<file path="src/rtl/wb_commit_stage_pkg.sv">
// Shared types and constants for the MEM/WB commit stage: entry layout,
// opcode values and the destination/result resolve helper.
package wb_commit_stage_pkg;

   localparam int unsigned DATA_W_DEF     = 32;
   localparam int unsigned REG_ADDR_W_DEF = 5;
   localparam int unsigned OPCODE_W       = 6;

   // Opcodes that reach this stage; carried for trace only, never decoded here.
   localparam logic [OPCODE_W-1:0] OPC_RTYPE = 6'h00;
   localparam logic [OPCODE_W-1:0] OPC_BEQ   = 6'h04;
   localparam logic [OPCODE_W-1:0] OPC_LW    = 6'h23;
   localparam logic [OPCODE_W-1:0] OPC_SW    = 6'h2B;

   typedef logic [DATA_W_DEF-1:0]     data_t;
   typedef logic [REG_ADDR_W_DEF-1:0] reg_addr_t;
   typedef logic [OPCODE_W-1:0]       opcode_t;

   // One retiring instruction, already resolved to its final destination and value.
   typedef struct packed {
      data_t     data;
      reg_addr_t dest;
      opcode_t   opcode;
      logic      wr;
   } wb_entry_t;

   // Selects rd/rt and ALU/load data; a write to r0 is turned into a non-writing entry.
   function automatic wb_entry_t resolve_entry(
      input data_t     alu_result,
      input data_t     mem_data,
      input reg_addr_t rt,
      input reg_addr_t rd,
      input opcode_t   opcode,
      input logic      reg_write,
      input logic      reg_dst,
      input logic      mem_to_reg
   );
      wb_entry_t e;
      e.dest   = reg_dst    ? rd       : rt;
      e.data   = mem_to_reg ? mem_data : alu_result;
      e.opcode = opcode;
      e.wr     = reg_write && (e.dest != '0);
      return e;
   endfunction

endpackage

</file>
<file path="src/rtl/wb_queue.sv">
// In-order FIFO of resolved write-back entries with synchronous flush.
// The head entry is read straight from registered storage, so it has no
// combinational path from the push side.
module wb_queue
   import wb_commit_stage_pkg::*;
#(
   parameter int unsigned DEPTH = 2
)(
   input  logic                     clk,
   input  logic                     reset,
   input  logic                     i_push,
   input  logic                     i_pop,
   input  logic                     i_flush,
   input  wb_entry_t                i_data,
   output wb_entry_t                o_head,
   output logic                     o_head_valid,
   output logic [$clog2(DEPTH):0]   o_count
);

   localparam int unsigned PTR_W = $clog2(DEPTH);
   localparam int unsigned CNT_W = PTR_W + 1;
   localparam logic [CNT_W-1:0] FULL_CNT = CNT_W'(DEPTH);

   wb_entry_t          r_mem [DEPTH];
   logic [PTR_W-1:0]   r_wr_ptr;
   logic [PTR_W-1:0]   r_rd_ptr;
   logic [CNT_W-1:0]   r_count;

   logic               w_do_push;
   logic               w_do_pop;

   // Guard the raw requests so the queue never overruns or underruns on its own.
   assign w_do_push = i_push && !i_flush && (r_count != FULL_CNT);
   assign w_do_pop  = i_pop  && !i_flush && (r_count != '0);

   // Pointer and occupancy bookkeeping; flush empties the queue on the next edge.
   // NOTE: sequential state uses non-blocking assignments so every register
   // samples pre-edge values regardless of statement order.
   always_ff @(posedge clk or posedge reset) begin
      if (reset) begin
         r_wr_ptr <= '0;
         r_rd_ptr <= '0;
         r_count  <= '0;
      end else if (i_flush) begin
         r_wr_ptr <= '0;
         r_rd_ptr <= '0;
         r_count  <= '0;
      end else begin
         if (w_do_push) r_wr_ptr <= r_wr_ptr + PTR_W'(1);
         if (w_do_pop)  r_rd_ptr <= r_rd_ptr + PTR_W'(1);
         case ({w_do_push, w_do_pop})
            2'b10:   r_count <= r_count + CNT_W'(1);
            2'b01:   r_count <= r_count - CNT_W'(1);
            default: r_count <= r_count;
         endcase
      end
   end

   // Entry storage write.
   // NOTE: the storage array is deliberately not reset; validity is carried
   // entirely by r_count, so stale contents are never observed.
   always_ff @(posedge clk) begin
      if (w_do_push) r_mem[r_wr_ptr] <= i_data;
   end

   assign o_head       = r_mem[r_rd_ptr];
   assign o_head_valid = (r_count != '0);
   assign o_count      = r_count;

   a_no_push_when_full : assert property (
      @(posedge clk) disable iff (reset) (i_push && !i_flush) |-> (r_count != FULL_CNT));
   a_no_pop_when_empty : assert property (
      @(posedge clk) disable iff (reset) (i_pop && !i_flush) |-> (r_count != '0));

endmodule

</file>
<file path="src/rtl/wb_commit_stage.sv">
// MEM/WB commit stage: resolves each retiring instruction, queues it in order,
// presents the head to the register-file write port and as a forwarding source,
// and counts retired instructions.
module wb_commit_stage
   import wb_commit_stage_pkg::*;
#(
   parameter int unsigned DATA_W     = DATA_W_DEF,
   parameter int unsigned REG_ADDR_W = REG_ADDR_W_DEF,
   parameter int unsigned DEPTH      = 2,
   parameter int unsigned CNT_W      = 16
)(
   input  logic                  clk,
   input  logic                  reset,
   input  logic                  in_valid,
   output logic                  in_ready,
   input  logic [DATA_W-1:0]     in_alu_result,
   input  logic [DATA_W-1:0]     in_mem_data,
   input  logic [REG_ADDR_W-1:0] in_rt,
   input  logic [REG_ADDR_W-1:0] in_rd,
   input  logic [5:0]            in_opcode,
   input  logic                  in_regWrite,
   input  logic                  in_regDst,
   input  logic                  in_memToReg,
   input  logic                  flush,
   input  logic                  wb_ready,
   output logic [DATA_W-1:0]     write_data,
   output logic [REG_ADDR_W-1:0] write_reg,
   output logic                  signal_regWrite,
   output logic [5:0]            wb_opcode,
   output logic                  fwd_valid,
   output logic [REG_ADDR_W-1:0] fwd_reg,
   output logic [DATA_W-1:0]     fwd_data,
   output logic [CNT_W-1:0]      retired_count
);

   localparam int unsigned QCNT_W = $clog2(DEPTH) + 1;
   localparam logic [QCNT_W-1:0] DEPTH_CNT = QCNT_W'(DEPTH);

   wb_entry_t          w_in_entry;
   wb_entry_t          w_head;
   wb_entry_t          w_view;
   logic               w_head_valid;
   logic [QCNT_W-1:0]  w_count;
   logic               w_push;
   logic               w_pop;
   logic               w_retire;

   wb_entry_t          r_last;
   logic [CNT_W-1:0]   r_retired;

   // Destination and result are fixed at push time so the queue holds final values.
   always_comb begin
      w_in_entry = resolve_entry(in_alu_result, in_mem_data, in_rt, in_rd,
                                 in_opcode, in_regWrite, in_regDst, in_memToReg);
   end

   // Accept only with room from the registered count; a pop in the same cycle
   // does not open a slot, which keeps in_ready free of any wb_ready path.
   assign in_ready = (w_count < DEPTH_CNT);
   assign w_push   = in_valid && in_ready && !flush;

   // Non-writing entries drain unconditionally; writing entries wait for the file.
   assign w_pop    = w_head_valid && (!w_head.wr || wb_ready);

   // Under flush only a pop whose strobe was actually taken counts as retired.
   assign w_retire = w_pop && (!flush || w_head.wr);

   wb_queue #(
      .DEPTH (DEPTH)
   ) u_queue (
      .clk          (clk),
      .reset        (reset),
      .i_push       (w_push),
      .i_pop        (w_pop),
      .i_flush      (flush),
      .i_data       (w_in_entry),
      .o_head       (w_head),
      .o_head_valid (w_head_valid),
      .o_count      (w_count)
   );

   // Remember the most recently retired entry so the write port holds steady when empty.
   always_ff @(posedge clk or posedge reset) begin
      if (reset)         r_last <= '0;
      else if (w_retire) r_last <= w_head;
   end

   // Retire counter, wrapping naturally at its width.
   always_ff @(posedge clk or posedge reset) begin
      if (reset)         r_retired <= '0;
      else if (w_retire) r_retired <= r_retired + CNT_W'(1);
   end

   // Choose what the write port shows: live head, or the last retired entry.
   // NOTE: w_view gets a default before the conditional so no latch is inferred.
   always_comb begin
      w_view = r_last;
      if (w_head_valid) w_view = w_head;
   end

   assign write_data      = w_view.data;
   assign write_reg       = w_view.dest;
   assign wb_opcode       = w_view.opcode;
   assign signal_regWrite = w_head_valid && w_head.wr;
   assign fwd_valid       = signal_regWrite;
   assign fwd_reg         = write_reg;
   assign fwd_data        = write_data;
   assign retired_count   = r_retired;

endmodule
</file>
<file path="config.mk">
export PLATFORM = sky130hd
export DESIGN_NAME = wb_commit_stage
export DESIGN_NICKNAME = d
export VERILOG_FILES = /design/src/rtl/wb_commit_stage_pkg.sv /design/src/rtl/wb_queue.sv /design/src/rtl/wb_commit_stage.sv
export SDC_FILE = /design/constraint.sdc
export NUM_CORES = 1
export LEC_CHECK = 0
export CORE_UTILIZATION = 23
export DETAILED_ROUTE_END_ITERATION = 12
export MAX_ROUTING_LAYER = met4
export PLACE_DENSITY = 0.46
export SETUP_SLACK_MARGIN = 0.1
export SYNTH_ARGS = -nofsm -noshare
export SYNTH_HDL_FRONTEND = slang
export SYNTH_HIERARCHICAL = 1
export SYNTH_SLANG_ARGS = --single-unit
</file>
<file path="constraint.sdc">
create_clock -name clk -period 5.7 [get_ports clk]
set_clock_uncertainty 0.2 [all_clocks]
set_input_delay 1.14 -clock clk [delete_from_list [all_inputs] [get_ports clk]]
set_output_delay 1.14 -clock clk [all_outputs]
set_load 0.005 [all_outputs]
</file>
=== Word level (Yosys, flattened, before mapping) ===
Memory sizes are Yosys's and may differ from the RTL's.
Cells that the tools add are included.
W data, S select, Z words.

* Memories kept: 1
* RAM bits: 88
* Bits in registers: 64
* Word-level logic and storage cells: 48

* Add/sub/neg operators: 5
* Reduce and logical (&&, ||, !) cells: 19
* $lt $le $gt $ge: 1
* Mux-type cells: 11
* Eq/ne operators: 3

{| class="wikitable"
|+ Memory list
! name !! depth !! bits a word !! read ports !! clocked after Yosys merged registers in !! wr ports !! line !! text
|-
| u_queue.r_mem || 2 || 44 || 1 || 0 || 1 || wb_queue.sv:24 || <nowiki>wb_entry_t r_mem [DEPTH];</nowiki>
|}

{| class="wikitable"
|+ Operators with widths
! cell !! number
|-
| $mux W44 || 1
|-
| $mux W32 || 1
|-
| $add A16 B1 Y16 const B || 1
|-
| $logic_and A1 B1 Y1 || 10
|-
| $mux W1 || 6
|-
| $reduce_bool A2 Y1 || 3
|-
| $mux W5 || 1
|-
| $reduce_bool A5 Y1 || 1
|-
| $pmux W2 S2 || 1
|-
| $reduce_bool A3 Y1 || 1
|-
| $add A1 B1 Y1 const B || 2
|-
| $add A2 B1 Y2 const B || 1
|-
| $eq A2 B1 Y1 const B || 1
|-
| $eq A2 B2 Y1 const B || 1
|-
| $logic_not A1 Y1 || 2
|-
| $logic_or A1 B1 Y1 || 2
|-
| $lt A2 B2 Y1 const B || 1
|-
| $mux W2 || 1
|-
| $ne A2 B2 Y1 const B || 1
|-
| $sub A2 B1 Y2 const B || 1
|}

=== Longest topological paths before layout ===
Gate-level depths: netlist of the first run.
An unclocked memory read counts as a cell.

* Depth in word-level cells: 9
* Mapped depth: 8
* Mapped depth without buffers: 6

=== Hierarchy ===
Netlist of the first run, hierarchy kept.

{| class="wikitable"
|+ Modules (own cells, without submodules)
! module !! area an instance (µm²) !! instances !! cells each
|-
| wb_commit_stage || 3747.3 || 1 || 290
|-
| wb_queue || 3410.8 || 1 || 164
|}

=== Least setup slack after synthesis of the first run ===
No wires, ideal clock.

* Path type: input port to flip-flop
* Start point: in in_valid
* End point: mem u_queue/r_mem[1][0] in the netlist's numbering (enable)
* Slack: -0.031 ns
* Arrival: 5.022 ns
* Stages on the path: 3
* Library setup time: 0.510 ns
* Required time: 4.990 ns
* Cell sequence: nor3b_1 > nand2_1 > nor3b_1

* Cells in the longest elaborated chain, start to end: 6

{| class="wikitable"
|+ Ends and longest elaborated chain
! item !! line !! text
|-
| start, declared || wb_commit_stage.sv:14 || <nowiki>input logic in_valid,</nowiki>
|-
| $logic_and A1 B1 Y1 (2 in a row) || wb_commit_stage.sv:60 || <nowiki>assign w_push = in_valid && in_ready && !flush;</nowiki>
|-
| $logic_and A1 B1 Y1 (2 in a row) || wb_queue.sv:33 || <nowiki>assign w_do_push = i_push && !i_flush && (r_count != FULL_CNT);</nowiki>
|-
| $mux W1 || wb_queue.sv:63 || <nowiki>if (w_do_push) r_mem[r_wr_ptr] <= i_data;</nowiki>
|-
| $mux W1 (not written as such) || wb_queue.sv:63 ||
|-
| end, declared || wb_queue.sv:24 ||
|}

Every way passes these cells.

=== Worst setup path in the final report of the first run ===
* Start point: reg u_queue.r_count[1], in the netlist u_queue/o_count[1]
* End point: out fwd_data[8]

* Cells in the longest elaborated chain, start to end: 2

{| class="wikitable"
|+ Ends and longest elaborated chain
! item !! line !! text
|-
| start, declared || wb_queue.sv:27 || <nowiki>logic [CNT_W-1:0] r_count;</nowiki>
|-
| start signal, assigned || wb_queue.sv:52 || <nowiki>2'b10: r_count <= r_count + CNT_W'(1);</nowiki>
|-
| start signal, assigned || wb_queue.sv:53 || <nowiki>2'b01: r_count <= r_count - CNT_W'(1);</nowiki>
|-
| start signal, assigned || wb_queue.sv:54 || <nowiki>default: r_count <= r_count;</nowiki>
|-
| $reduce_bool A2 Y1 || wb_queue.sv:67 || <nowiki>assign o_head_valid = (r_count != '0);</nowiki>
|-
| named net w_head_valid || wb_commit_stage.sv:42 || <nowiki>logic w_head_valid;</nowiki>
|-
| $mux W44 || wb_commit_stage.sv:98 || <nowiki>if (w_head_valid) w_view = w_head;</nowiki>
|-
| end, declared || wb_commit_stage.sv:32 || <nowiki>output logic [DATA_W-1:0] fwd_data,</nowiki>
|}

The timed path passes the listed nets, and every way through them passes these cells.

==> metrics.txt, run 1 <==
# TYPE chip_impl_metric gauge
chip_impl_metric{name="timing.final.hold_violations",unit=""} 0
chip_impl_info{name="critPathCapture",value="fwd_data[8]"} 1
chip_impl_metric{name="peakVddDrop",unit="V"} 0.0001973
chip_impl_metric{name="finalWirelength",unit="mm"} 16.29
chip_impl_metric{name="antenna_cells_inserted",unit=""} 0
chip_impl_metric{name="grt_antenna_before_repair",unit=""} 0
chip_impl_info{name="postSynth.topFlopCell",value="edfxtp_1"} 1
chip_impl_metric{name="yosys.cell_types.count",unit=""} 39
chip_impl_metric{name="synth_enable_flop_cells",unit=""} 88
chip_impl_metric{name="cts.reportedPaths.clkPinSlew",unit="ns"} 0.07
chip_impl_info{name="clock-root-buffer",value="clkbuf_16"} 1
chip_impl_metric{name="later_pin_clock_latency_in_the_skew_report",unit="ns"} 0.42
chip_impl_metric{name="post_synth_top_area_share",unit="%"} 36.92
chip_impl_metric{name="timing.critical_path.required",unit="ns"} 4.36
chip_impl_metric{name="numCtsBuffers",unit=""} 17
chip_impl_metric{name="pin_count_of_the_biggest_net_entering_global_routing",unit=""} 48
chip_impl_metric{name="cellPowerDensity",unit="mW/mm²"} 390.3
chip_impl_info{name="netlist_top_cells_area",value="edfxtp_1 (37%), dfrtp_1 (22%), mux2_2 (21%)"} 1
chip_impl_metric{name="avgSynthCellArea",unit="µm²"} 15.77
chip_impl_info{name="cts_tree",value="built"} 1
chip_impl_metric{name="route.met2.wl",unit="mm"} 8.248
chip_impl_metric{name="numClockSinks",unit=""} 151
chip_impl_metric{name="h-tree-depth",unit=""} 4
chip_impl_metric{name="r2r_slack",unit="ns"} 2.04
chip_impl_metric{name="dp_hpwl",unit="mm"} 10.73
chip_impl_metric{name="setup_viol",unit=""} 0
chip_impl_metric{name="fraction_of_layout_instances_using_a_drive_strength_above_1",unit="%"} 34.41
chip_impl_metric{name="report.final.slew_viol_count",unit=""} 0
chip_impl_metric{name="period_minus_slack",unit="ns"} 4.253
chip_impl_metric{name="drc",unit=""} 0
chip_impl_metric{name="arrival",unit="ns"} 2.91
chip_impl_metric{name="postCtsHoldBufs",unit=""} 0
chip_impl_metric{name="relSlewSlack",unit="%"} 32.23
chip_impl_metric{name="max_cap_violations",unit=""} 0
chip_impl_metric{name="synthArstFlopShare",unit="%"} 41.72
chip_impl_metric{name="worst-slew-pin-transition",unit="ns"} 1.017
chip_impl_metric{name="postCtsSetupRepairBufs",unit=""} 0
chip_impl_metric{name="fin_hold_ws",unit="ns"} 0.2677
chip_impl_metric{name="leakagePower",unit="nW"} 3.654
chip_impl_metric{name="synth.cell_area",unit="mm²"} 0.007158
chip_impl_metric{name="met3_length",unit="µm"} 828
chip_impl_metric{name="nFillCells",unit=""} 3042
chip_impl_metric{name="die-height",unit="µm"} 178.4
chip_impl_metric{name="vias_per_cell",unit=""} 4.083
chip_impl_metric{name="globalRouteOverflowTotal",unit=""} 0
chip_impl_info{name="worstHoldPathType",value="reg2reg"} 1
chip_impl_metric{name="synth_fp_nets",unit=""} 543
chip_impl_metric{name="postSynthRegisterBits",unit=""} 151
chip_impl_metric{name="postLayoutCellArea",unit="mm²"} 0.009794
chip_impl_info{name="top_layer_used",value="met4"} 1
chip_impl_metric{name="placement.io_buffers",unit=""} 186
chip_impl_metric{name="post_cts_resized",unit=""} 0
chip_impl_metric{name="cp_max_fo",unit=""} 26
chip_impl_metric{name="dieArea",unit="mm²"} 0.03183
chip_impl_metric{name="flow.area_growth_from_synthesis",unit="%"} 36.83
chip_impl_metric{name="initial_utilization",unit="%"} 23.40
chip_impl_metric{name="routed_len_inst",unit="µm"} 16.00
chip_impl_metric{name="route.vias.total",unit=""} 4156
chip_impl_metric{name="yosys_warning_count",unit=""} 6
chip_impl_info{name="worst_setup_path_end_kind",value="output pin"} 1
chip_impl_info{name="timing_worst_setup_path_type",value="reg2out"} 1
chip_impl_info{name="yosysTopAreaCell",value="edfxtp_1"} 1
chip_impl_metric{name="firstDrtPassIters",unit=""} 4
chip_impl_metric{name="finalWeightedCongestion",unit=""} 0.7066
chip_impl_metric{name="fmax",unit="MHz"} 235.1
chip_impl_info{name="worstReg2RegEnd",value="retired_count[4]"} 1
chip_impl_metric{name="synthCells",unit=""} 454
chip_impl_metric{name="worst_slack",unit="ns"} 1.447
chip_impl_metric{name="final_nets",unit=""} 698
chip_impl_info{name="critPathLaunch",value="u_queue/o_count[1]"} 1
chip_impl_metric{name="postRouteAntennaNets",unit=""} 0
chip_impl_metric{name="first_global_vias",unit=""} 4475
chip_impl_metric{name="setup_tns",unit="ns"} 0
chip_impl_metric{name="placedInstanceArea",unit="mm²"} 0.009168
chip_impl_metric{name="design.portCount",unit=""} 187
chip_impl_info{name="r2r-start",value="u_queue/r_rd_ptr"} 1
chip_impl_info{name="worstSetupStartpointType",value="flop"} 1
chip_impl_metric{name="place_worst_setup_slack",unit="ns"} 1.820
chip_impl_info{name="status",value="completed"} 1
chip_impl_metric{name="num_rows",unit=""} 64
chip_impl_metric{name="synth_seq_area_share",unit="%"} 58.94
chip_impl_metric{name="grt_first_pass_wirelength",unit="mm"} 25.16
chip_impl_metric{name="die_x",unit="µm"} 178.4
chip_impl_metric{name="cts_buffer_depth",unit=""} 2
chip_impl_metric{name="grt.total_usage",unit="%"} 11.02
chip_impl_metric{name="drt-initial-drc-count",unit=""} 144
chip_impl_metric{name="r2r_worst_path_depth",unit=""} 6
chip_impl_metric{name="m1WireLength",unit="mm"} 7.054
chip_impl_metric{name="layout_worst_path_cycle_share",unit="%"} 74.62
chip_impl_metric{name="coreArea",unit="mm²"} 0.03059
chip_impl_info{name="setup_repair_after_global_routing_missed_its_margin",value="no"} 1
## where the power goes
| part | total (W) | internal [W] | switching [W] |
|---|---|---|---|
| clock | 0.00121 | 0.000739 | 0.000468 |
| sequential | 0.00143 | 0.00134 | 0.0000978 |
| combinational | 0.00118 | 0.000817 | 0.000366 |
| total | 0.00382 | 0.00289 | 0.000931 |
## Yosys cell counts (2+ instances only)
| library cell | count |
|---|---|
| mux2_2 | 136 |
| edfxtp_1 | 88 |
| dfrtp_1 | 63 |
| buf_4 | 42 |
| mux2_4 | 30 |
| nand2_1 | 10 |
| buf_2 | 9 |
| xor2_1 | 9 |
| xnor2_1 | 7 |
| nor2_1 | 6 |
| buf_6 | 5 |
| nor3_1 | 5 |
| a21oi_1 | 4 |
| inv_1 | 4 |
| nand4_1 | 4 |
| nor3b_1 | 3 |
| and2_1 | 2 |
| and3_1 | 2 |
| and4_1 | 2 |
| mux2_1 | 2 |
| nand2b_1 | 2 |
| o21ai_0 | 2 |
## cell type report
type / instances / area, µm² / share of cell area, %
inverters: 5 / 18.77 / 0.1916
flip-flops and latches: 151 / 4220 / 43.09
clock inverters: 14 / 197.7 / 2.018
clock buffers: 18 / 429.2 / 4.382
multi-input cells: 241 / 2524 / 25.77
repair buffers: 193 / 1909 / 19.49
well taps: 396 / 495.5 / 5.059
## per-stage QoR
| stage | std cells | utilization, % | total power [W] |
|---|---|---|---|
| 2_1_floorplan | 454 | - | 0.002103 |
| 4_1_cts | 1018 | 32.02 | 0.003903 |
| 5_1_grt | 1018 | 32.02 | 0.004031 |
| 6_report | 1018 | 32.02 | 0.003823 |
| 3_5_place_dp | 986 | 29.97 | 0.002654 |
| 3_3_place_gp | 986 | 29.97 | 0.002638 |
## worst max-delay path, cell delays in order, from the launching register on
cell and delay, ns:
dfrtp_1 0.48, or2_2 0.66, buf_4 0.47, mux2_2 0.41
clkdlybuf4s50_1 0.46
## layer usage
layer,vias to the layer above,global-route usage [%]
li1,1947,-
met2,123,18.91
met3,14,2.877
met4,0,3.037
met1,2072,12.61
met5,-,-
## worst min path at each step
| stage | slack [ns] | from | cells past startpoint | end |
|---|---|---|---|---|
| after global placement | 0.27 | retired_count[15] | 1 | retired_count[15] |
| final | 0.27 | retired_count[15] | 1 | retired_count[15] |
| after detailed placement | 0.27 | retired_count[15] | 1 | retired_count[15] |
| after floorplan | 0.27 | retired_count[15] | 1 | retired_count[15] |
| after CTS | 0.28 | retired_count[15] | 1 | retired_count[15] |
| after global routing | 0.30 | retired_count[15] | 1 | retired_count[15] |
## layout by cell type (no fill, tap or decap), drive strengths merged
master and n:
nor2 6, xnor2 7, a21o 1, edfxtp 88, or2 2, o211ai 1
nand4 4, ha 1, nor3 5, nor2b 1, nand2b 3, clkinvlp 1
and4 2, bufinv 4, buf 8, clkinv 4, or3 1, a21oi 4
dfrtp 63, inv 10, o21ai 2, clkdlybuf4s50 185, xor2 9, nand4b 1
clkbuf 18, nand3 2, and2 2, and3 2, a21boi 1, nand3b 1
and4bb 1, nor3b 3, mux2i 1, nand2 10, mux2 168
## kinds of logic (layout without fill, tap and decap cells)
family	after synthesis	in the layout	share of synthesized area (%)
multiplexers	169	169	28.14
AO/OA/AOI/OAI	9	9	0.7343
buffers and inverters	62	230	6.135
AND/OR/NAND/NOR	46	46	3.915
flip-flops	151	151	58.94
XOR/XNOR	16	16	1.958
adder cells (fa/ha/maj)	1	1	0.1748
## flip-flops by register name, indices dropped and copies added, names as in the netlist
register,flops
u_queue/r_rd_ptr,1
u_queue/r_mem,88
u_queue/o_count,2
r_last,43
retired_count,16
u_queue/r_wr_ptr,1
Power figures use the tool's default switching activity.
==> inputs of run 2 (changes only) <==
--- a/config.mk
+++ b/config.mk
@@ -8,7 +8,7 @@
 export CORE_UTILIZATION = 23
 export DETAILED_ROUTE_END_ITERATION = 12
 export MAX_ROUTING_LAYER = met4
-export PLACE_DENSITY = 0.46
+export PLACE_DENSITY = 0.47
 export SETUP_SLACK_MARGIN = 0.1
 export SYNTH_ARGS = -nofsm -noshare
 export SYNTH_HDL_FRONTEND = slang
==> constraint.sdc (replaced) <==
create_clock -name clk -period 3.6 [get_ports clk]
set_clock_uncertainty 0.2 [all_clocks]
set_input_delay 0.72 -clock clk [delete_from_list [all_inputs] [get_ports clk]]
set_output_delay 0.72 -clock clk [all_outputs]
set_load 0.005 [all_outputs]
==> run 2 against run 1 <==
Against the previous run: power grew 53%; sequential share of layout area about the same; die area unchanged; core utilization barely moved; first-iteration DRC count down 18%; register-to-register slack got worse by 1.2 ns; cell area about the same; global-route usage decreased by 0.55 points; setup slack worse by 1.1 ns; hold slack improved by 0.010 ns; largest power group unchanged.
==> metrics.txt, run 2 (synthesis gave the netlist of run 1 again) <==
# TYPE chip_impl_metric gauge
chip_impl_info{name="status",value="completed"} 1
chip_impl_metric{name="fmax",unit="MHz"} 311.3
chip_impl_metric{name="postRouteAntennaNets",unit=""} 0
chip_impl_metric{name="finalWirelength",unit="mm"} 15.80
chip_impl_metric{name="firstDrtPassIters",unit=""} 4
chip_impl_metric{name="route.vias.total",unit=""} 4118
chip_impl_metric{name="flow.area_growth_from_synthesis",unit="%"} 36.86
chip_impl_metric{name="drt-initial-drc-count",unit=""} 118
chip_impl_metric{name="setup_tns",unit="ns"} 0
chip_impl_metric{name="final_nets",unit=""} 702
chip_impl_info{name="timing_worst_setup_path_type",value="reg2out"} 1
chip_impl_info{name="path_cells",value="or2_2, buf_12, mux2_2, clkdlybuf4s50_1"} 1
chip_impl_metric{name="max_cap_violations",unit=""} 0
chip_impl_metric{name="timing.final.hold_violations",unit=""} 0
chip_impl_metric{name="dieArea",unit="mm²"} 0.03183
chip_impl_metric{name="peakVddDrop",unit="V"} 0.0002889
chip_impl_metric{name="cp_max_fo",unit=""} 48
chip_impl_metric{name="design.portCount",unit=""} 187
chip_impl_metric{name="num_rows",unit=""} 64
chip_impl_metric{name="timing.critical_path.required",unit="ns"} 2.68
chip_impl_metric{name="grt_antenna_before_repair",unit=""} 0
chip_impl_info{name="worstSetupStartpointType",value="flop"} 1
chip_impl_metric{name="grt.total_usage",unit="%"} 10.46
chip_impl_metric{name="later_pin_clock_latency_in_the_skew_report",unit="ns"} 0.42
chip_impl_info{name="clock-root-buffer",value="clkbuf_16"} 1
chip_impl_metric{name="numClockSinks",unit=""} 151
chip_impl_info{name="worst_setup_path_end_kind",value="output pin"} 1
chip_impl_metric{name="nFillCells",unit=""} 3011
chip_impl_metric{name="post_cts_resized",unit=""} 0
chip_impl_metric{name="dp_hpwl",unit="mm"} 10.84
chip_impl_metric{name="power.total",unit="W"} 0.005831
chip_impl_metric{name="switching_power",unit="W"} 0.001456
chip_impl_metric{name="arrival",unit="ns"} 2.29
chip_impl_metric{name="comb_power_share",unit="%"} 32.1
chip_impl_metric{name="numCtsBuffers",unit=""} 17
chip_impl_metric{name="postCtsSetupRepairBufs",unit=""} 0
chip_impl_metric{name="max_stage_delay",unit="ns"} 0.51
chip_impl_metric{name="cts_buffer_depth",unit=""} 2
chip_impl_metric{name="power_frac_clock",unit="%"} 29.0
chip_impl_info{name="cts_tree",value="built"} 1
chip_impl_metric{name="worst-slew-pin-transition",unit="ns"} 0.8092
chip_impl_metric{name="finalWeightedCongestion",unit=""} 0.6910
chip_impl_metric{name="die_x",unit="µm"} 178.4
chip_impl_metric{name="die-height",unit="µm"} 178.4
chip_impl_metric{name="period_minus_slack",unit="ns"} 3.212
chip_impl_metric{name="leakagePower",unit="nW"} 3.634
chip_impl_info{name="leading_cell_type_in_the_layout_fill_and_taps_excluded",value="clkdlybuf4s50_1"} 1
chip_impl_metric{name="grt_first_pass_wirelength",unit="mm"} 24.12
chip_impl_metric{name="report.final.slew_viol_count",unit=""} 0
chip_impl_metric{name="routed_len_inst",unit="µm"} 15.45
chip_impl_metric{name="power.share.sequential",unit="%"} 38.9
chip_impl_metric{name="fin_hold_ws",unit="ns"} 0.2781
chip_impl_metric{name="first_global_vias",unit=""} 4502
chip_impl_metric{name="h-tree-depth",unit=""} 4
chip_impl_metric{name="placement.io_buffers",unit=""} 186
chip_impl_metric{name="initial_utilization",unit="%"} 23.40
chip_impl_metric{name="globalRouteOverflowTotal",unit=""} 0
chip_impl_info{name="layout.cells.most_common_list",value="clkdlybuf4s50_1 (185), mux2_2 (136), edfxtp_1 (88)"} 1
chip_impl_metric{name="vias_per_cell",unit=""} 4.029
chip_impl_metric{name="final_cells",unit=""} 1022
chip_impl_metric{name="placedCellCount",unit=""} 990
chip_impl_metric{name="relSlewSlack",unit="%"} 46.05
chip_impl_metric{name="power.switching_fraction",unit="%"} 24.97
chip_impl_metric{name="cellPowerDensity",unit="mW/mm²"} 595.2
chip_impl_info{name="largest-register",value="u_queue/r_mem"} 1
chip_impl_metric{name="cellInternalPower",unit="W"} 0.004375
chip_impl_info{name="worst_path_max_delay_cell",value="clkdlybuf4s50_1"} 1
chip_impl_metric{name="pin_count_of_the_biggest_net_entering_global_routing",unit=""} 49
chip_impl_info{name="worstHoldPathType",value="reg2reg"} 1
chip_impl_metric{name="drc",unit=""} 0
chip_impl_metric{name="layout_worst_path_cycle_share",unit="%"} 89.23
chip_impl_metric{name="coreArea",unit="mm²"} 0.03059
chip_impl_metric{name="postCtsHoldBufs",unit=""} 0
chip_impl_info{name="timing.critical_path.max_delay_family",value="buffers and inverters"} 1
chip_impl_metric{name="crit_buf_inv",unit=""} 2
chip_impl_metric{name="fraction_of_layout_instances_using_a_drive_strength_above_1",unit="%"} 34.66
chip_impl_metric{name="cts.reportedPaths.clkPinSlew",unit="ns"} 0.07
chip_impl_info{name="setup_repair_after_global_routing_missed_its_margin",value="no"} 1
chip_impl_metric{name="setup_viol",unit=""} 0
chip_impl_metric{name="number_of_flip_flops_in_the_largest_register",unit=""} 88
chip_impl_metric{name="antenna_cells_inserted",unit=""} 0
[run 2: cell types whose count changed in the layout (fill, tap and decap cells not counted)]
cell        before  now
nor3_4           0    1
buf_4            7    8
nor3_2           1    0
bufinv_16        4    1
clkinvlp_4       1    6
clkbuf_1         1    3
buf_12           0    3
clkinv_1         1    0
clkinv_4         2    1
clkinv_2         1    0
inv_6            5    4
[run 2: power by group through the flow]
stage | clock network [W] | logic [W] | registers, W
floorplan | 0 | 0.00107 | 0.00226
global placement | 0 | 0.00189 | 0.00229
detailed placement | 0 | 0.00190 | 0.00230
CTS | 0.00175 | 0.00192 | 0.00227
global route | 0.00182 | 0.00203 | 0.00231
finish | 0.00169 | 0.00187 | 0.00227
[run 2: layout make-up]
| type | count | area (µm²) | area share (%) |
|---|---|---|---|
| tap | 396 | 495.5 | 5.057 |
| clock inverter | 12 | 118.9 | 1.213 |
| clock buffer | 20 | 436.7 | 4.457 |
| sequential | 151 | 4220 | 43.08 |
| multi-input combinational | 241 | 2530 | 25.82 |
| timing repair buffer | 197 | 1977 | 20.18 |
| inverter | 5 | 18.77 | 0.1916 |
[run 2: final timing paths]
kind,start,to,slack [ns],cells after the start
min in group asynchronous,reset,u_queue/o_count[0],0.34,2
worst max-delay path,u_queue/o_count[0],write_data[31],0.39,4
worst min register to register,retired_count[15],retired_count[15],0.28,1
worst min-delay path,retired_count[15],retired_count[15],0.28,1
max in group asynchronous,reset,r_last[23],1.95,3
worst max register to register,u_queue/r_rd_ptr,r_last[18],0.83,6
[run 2: routing by layer]
metal  vias up  GRT usage [%]  share of wire, %
li1       1948              -                 -
met1      2046          11.68                42
met2       114          18.30                52
met3        10          2.792               4.5
met4         0          2.825               1.1
met5         -              -                 0
[run 2: stage by stage]
step	setup WS (ns)	cell area, µm²	util [%]
3_3_place_gp	0.5727	9241	30.21
3_5_place_dp	0.5280	9241	30.21
6_report	0.3879	9797	32.03
4_1_cts	0.3373	9797	32.03
5_1_grt	0.2492	9797	32.03
2_1_floorplan	0.3418	7181	-
==> inputs of run 3 (changes only) <==
--- a/config.mk
+++ b/config.mk
@@ -9,6 +9,7 @@
 export DETAILED_ROUTE_END_ITERATION = 12
 export MAX_ROUTING_LAYER = met4
 export PLACE_DENSITY = 0.47
+export REMOVE_ABC_BUFFERS = 1
 export SETUP_SLACK_MARGIN = 0.1
 export SYNTH_ARGS = -nofsm -noshare
 export SYNTH_HDL_FRONTEND = slang
==> run 3 against run 2 <==
Against the previous run: non-clock buffer count fell by 1; global-route usage increased by 0.089 points; power is 1.7% higher; die area unchanged; first-iteration DRC count up 21%; register-to-register slack improved by 0.20 ns.
==> metrics.txt, run 3 (synthesis gave the netlist of run 1 again) <==
# TYPE chip_impl_metric gauge
chip_impl_metric{name="die-height",unit="µm"} 178.4
chip_impl_metric{name="fin_hold_ws",unit="ns"} 0.2997
chip_impl_info{name="worst_path_max_delay_cell",value="dfrtp_1"} 1
chip_impl_info{name="largest-register",value="u_queue/r_mem"} 1
chip_impl_metric{name="max_cap_violations",unit=""} 0
chip_impl_metric{name="fraction_of_layout_instances_using_a_drive_strength_above_1",unit="%"} 34.94
chip_impl_metric{name="drt-initial-drc-count",unit=""} 143
chip_impl_metric{name="grt_antenna_before_repair",unit=""} 0
chip_impl_metric{name="setup_viol",unit=""} 0
chip_impl_metric{name="initial_utilization",unit="%"} 23.40
chip_impl_metric{name="dp_hpwl",unit="mm"} 10.59
chip_impl_metric{name="pin_count_of_the_biggest_net_entering_global_routing",unit=""} 48
chip_impl_info{name="worstSetupStartpointType",value="flop"} 1
chip_impl_info{name="path_cells",value="or2_2, buf_4, mux2_2, clkdlybuf4s50_1"} 1
chip_impl_metric{name="first_global_vias",unit=""} 4376
chip_impl_metric{name="finalWeightedCongestion",unit=""} 0.7356
chip_impl_metric{name="grt_first_pass_wirelength",unit="mm"} 24.42
chip_impl_info{name="gr-max-usage-layer",value="met2"} 1
chip_impl_metric{name="nFillCells",unit=""} 3018
chip_impl_metric{name="grt_met2_usage",unit="%"} 17.54
chip_impl_metric{name="multi_input_logic_area",unit="mm²"} 0.002517
chip_impl_metric{name="relSlewSlack",unit="%"} 49.76
chip_impl_metric{name="postCtsHoldBufs",unit=""} 0
chip_impl_metric{name="flow.area_growth_from_synthesis",unit="%"} 37.07
chip_impl_metric{name="layout_worst_path_cycle_share",unit="%"} 91.44
chip_impl_metric{name="report.final.slew_viol_count",unit=""} 0
chip_impl_metric{name="numClockSinks",unit=""} 151
chip_impl_metric{name="postCtsSetupRepairBufs",unit=""} 0
chip_impl_metric{name="global_route.usage.met3",unit="%"} 2.771
chip_impl_metric{name="cellPowerDensity",unit="mW/mm²"} 604.3
chip_impl_info{name="status",value="completed"} 1
chip_impl_info{name="leading_cell_type_in_the_layout_fill_and_taps_excluded",value="clkdlybuf4s50_1"} 1
chip_impl_info{name="clock-root-buffer",value="clkbuf_16"} 1
chip_impl_metric{name="drc",unit=""} 0
chip_impl_metric{name="antenna_cells_inserted",unit=""} 0
chip_impl_metric{name="final_nets",unit=""} 701
chip_impl_metric{name="route.vias.total",unit=""} 4113
chip_impl_info{name="worst_setup_path_end_kind",value="output pin"} 1
chip_impl_metric{name="grt.total_usage",unit="%"} 10.55
chip_impl_info{name="timing_worst_setup_path_type",value="reg2out"} 1
chip_impl_metric{name="leakagePower",unit="nW"} 3.649
chip_impl_metric{name="placedInstanceArea",unit="mm²"} 0.009223
chip_impl_metric{name="cts_buffer_depth",unit=""} 2
chip_impl_metric{name="postLayoutCellArea",unit="mm²"} 0.009812
chip_impl_metric{name="firstDrtPassIters",unit=""} 4
chip_impl_metric{name="number_of_flip_flops_in_the_largest_register",unit=""} 88
chip_impl_metric{name="seqCellArea",unit="mm²"} 0.004220
chip_impl_metric{name="dieArea",unit="mm²"} 0.03183
chip_impl_metric{name="placedCellCount",unit=""} 989
chip_impl_info{name="cts_tree",value="built"} 1
chip_impl_info{name="setup_repair_after_global_routing_missed_its_margin",value="no"} 1
chip_impl_metric{name="timing.final.hold_violations",unit=""} 0
chip_impl_metric{name="timing.critical_path.required",unit="ns"} 2.68
chip_impl_metric{name="postRouteAntennaNets",unit=""} 0
chip_impl_metric{name="coreArea",unit="mm²"} 0.03059
chip_impl_metric{name="num_rows",unit=""} 64
chip_impl_metric{name="numCtsBuffers",unit=""} 17
chip_impl_metric{name="final_cells",unit=""} 1020
chip_impl_metric{name="die_x",unit="µm"} 178.4
chip_impl_metric{name="globalRouteOverflowTotal",unit=""} 0
chip_impl_info{name="timing.critical_path.max_delay_family",value="buffers and inverters"} 1
chip_impl_metric{name="placement.io_buffers",unit=""} 186
chip_impl_info{name="worstHoldPathType",value="reg2reg"} 1
chip_impl_metric{name="cp_max_fo",unit=""} 27
chip_impl_info{name="layout.cells.most_common_list",value="clkdlybuf4s50_1 (185), mux2_2 (136), edfxtp_1 (88)"} 1
chip_impl_metric{name="groute.layer.met1.usage",unit="%"} 12.71
chip_impl_metric{name="period_minus_slack",unit="ns"} 3.292
chip_impl_metric{name="max_stage_delay",unit="ns"} 0.50
chip_impl_metric{name="fmax",unit="MHz"} 303.8
chip_impl_metric{name="design.portCount",unit=""} 187
chip_impl_metric{name="post_cts_resized",unit=""} 0
chip_impl_metric{name="crit_buf_inv",unit=""} 2
chip_impl_metric{name="arrival",unit="ns"} 2.37
chip_impl_metric{name="peakVddDrop",unit="V"} 0.0003056
chip_impl_metric{name="cts.reportedPaths.clkPinSlew",unit="ns"} 0.06
chip_impl_metric{name="later_pin_clock_latency_in_the_skew_report",unit="ns"} 0.41
chip_impl_metric{name="routed_len_inst",unit="µm"} 15.51
chip_impl_metric{name="worst-slew-pin-transition",unit="ns"} 0.7536
chip_impl_metric{name="finalWirelength",unit="mm"} 15.83
chip_impl_metric{name="finish.utilization",unit="%"} 32.08
chip_impl_metric{name="vias_per_cell",unit=""} 4.032
chip_impl_metric{name="h-tree-depth",unit=""} 4
run 3: worst paths after layout:
path	to	cells past startpoint	start	slack, ns
max	fwd_data[16]	4	u_queue/o_count[1]	0.31
min	retired_count[15]	1	retired_count[15]	0.30
max reg2reg	r_last[42]	6	u_queue/r_rd_ptr	1.03
min reg2reg	retired_count[15]	1	retired_count[15]	0.30
max in group asynchronous	r_last[3]	3	reset	2.04
min in group asynchronous	u_queue/r_rd_ptr	2	reset	0.38
run 3: per-stage QoR:
stage | worst slack (ns) | power, W | TNS [ns]
2_1_floorplan | -1.711 | 0.003065 | -141.53
3_3_place_gp | 0.6753 | 0.004185 | 0
3_5_place_dp | 0.6459 | 0.004210 | 0
4_1_cts | 0.2685 | 0.006037 | 0
5_1_grt | 0.1683 | 0.006262 | 0
6_report | 0.3083 | 0.005930 | 0
run 3: final cells by class:
| class | count | share of cell area, % |
|---|---|---|
| flip-flops and latches | 151 | 43.01 |
| inverters | 5 | 0.2040 |
| well taps | 396 | 5.050 |
| clock inverters | 14 | 1.670 |
| clock buffers | 17 | 4.336 |
| repair buffers | 196 | 20.07 |
| multi-input cells | 241 | 25.66 |
run 3: metal layers:
| metal | up-vias | wire [µm] |
|---|---|---|
| li1 | 1936 | - |
| met1 | 2050 | 7132 |
| met2 | 118 | 7879 |
| met3 | 9 | 687 |
| met4 | 0 | 126 |
| met5 | - | 0 |
run 3: power breakdown:
| part | internal [W] | total [W] | switching [W] |
|---|---|---|---|
| clock | 0.00104 | 0.00179 | 0.000750 |
| combinational | 0.00130 | 0.00188 | 0.000580 |
| sequential | 0.00211 | 0.00227 | 0.000153 |
| total | 0.00445 | 0.00593 | 0.00148 |
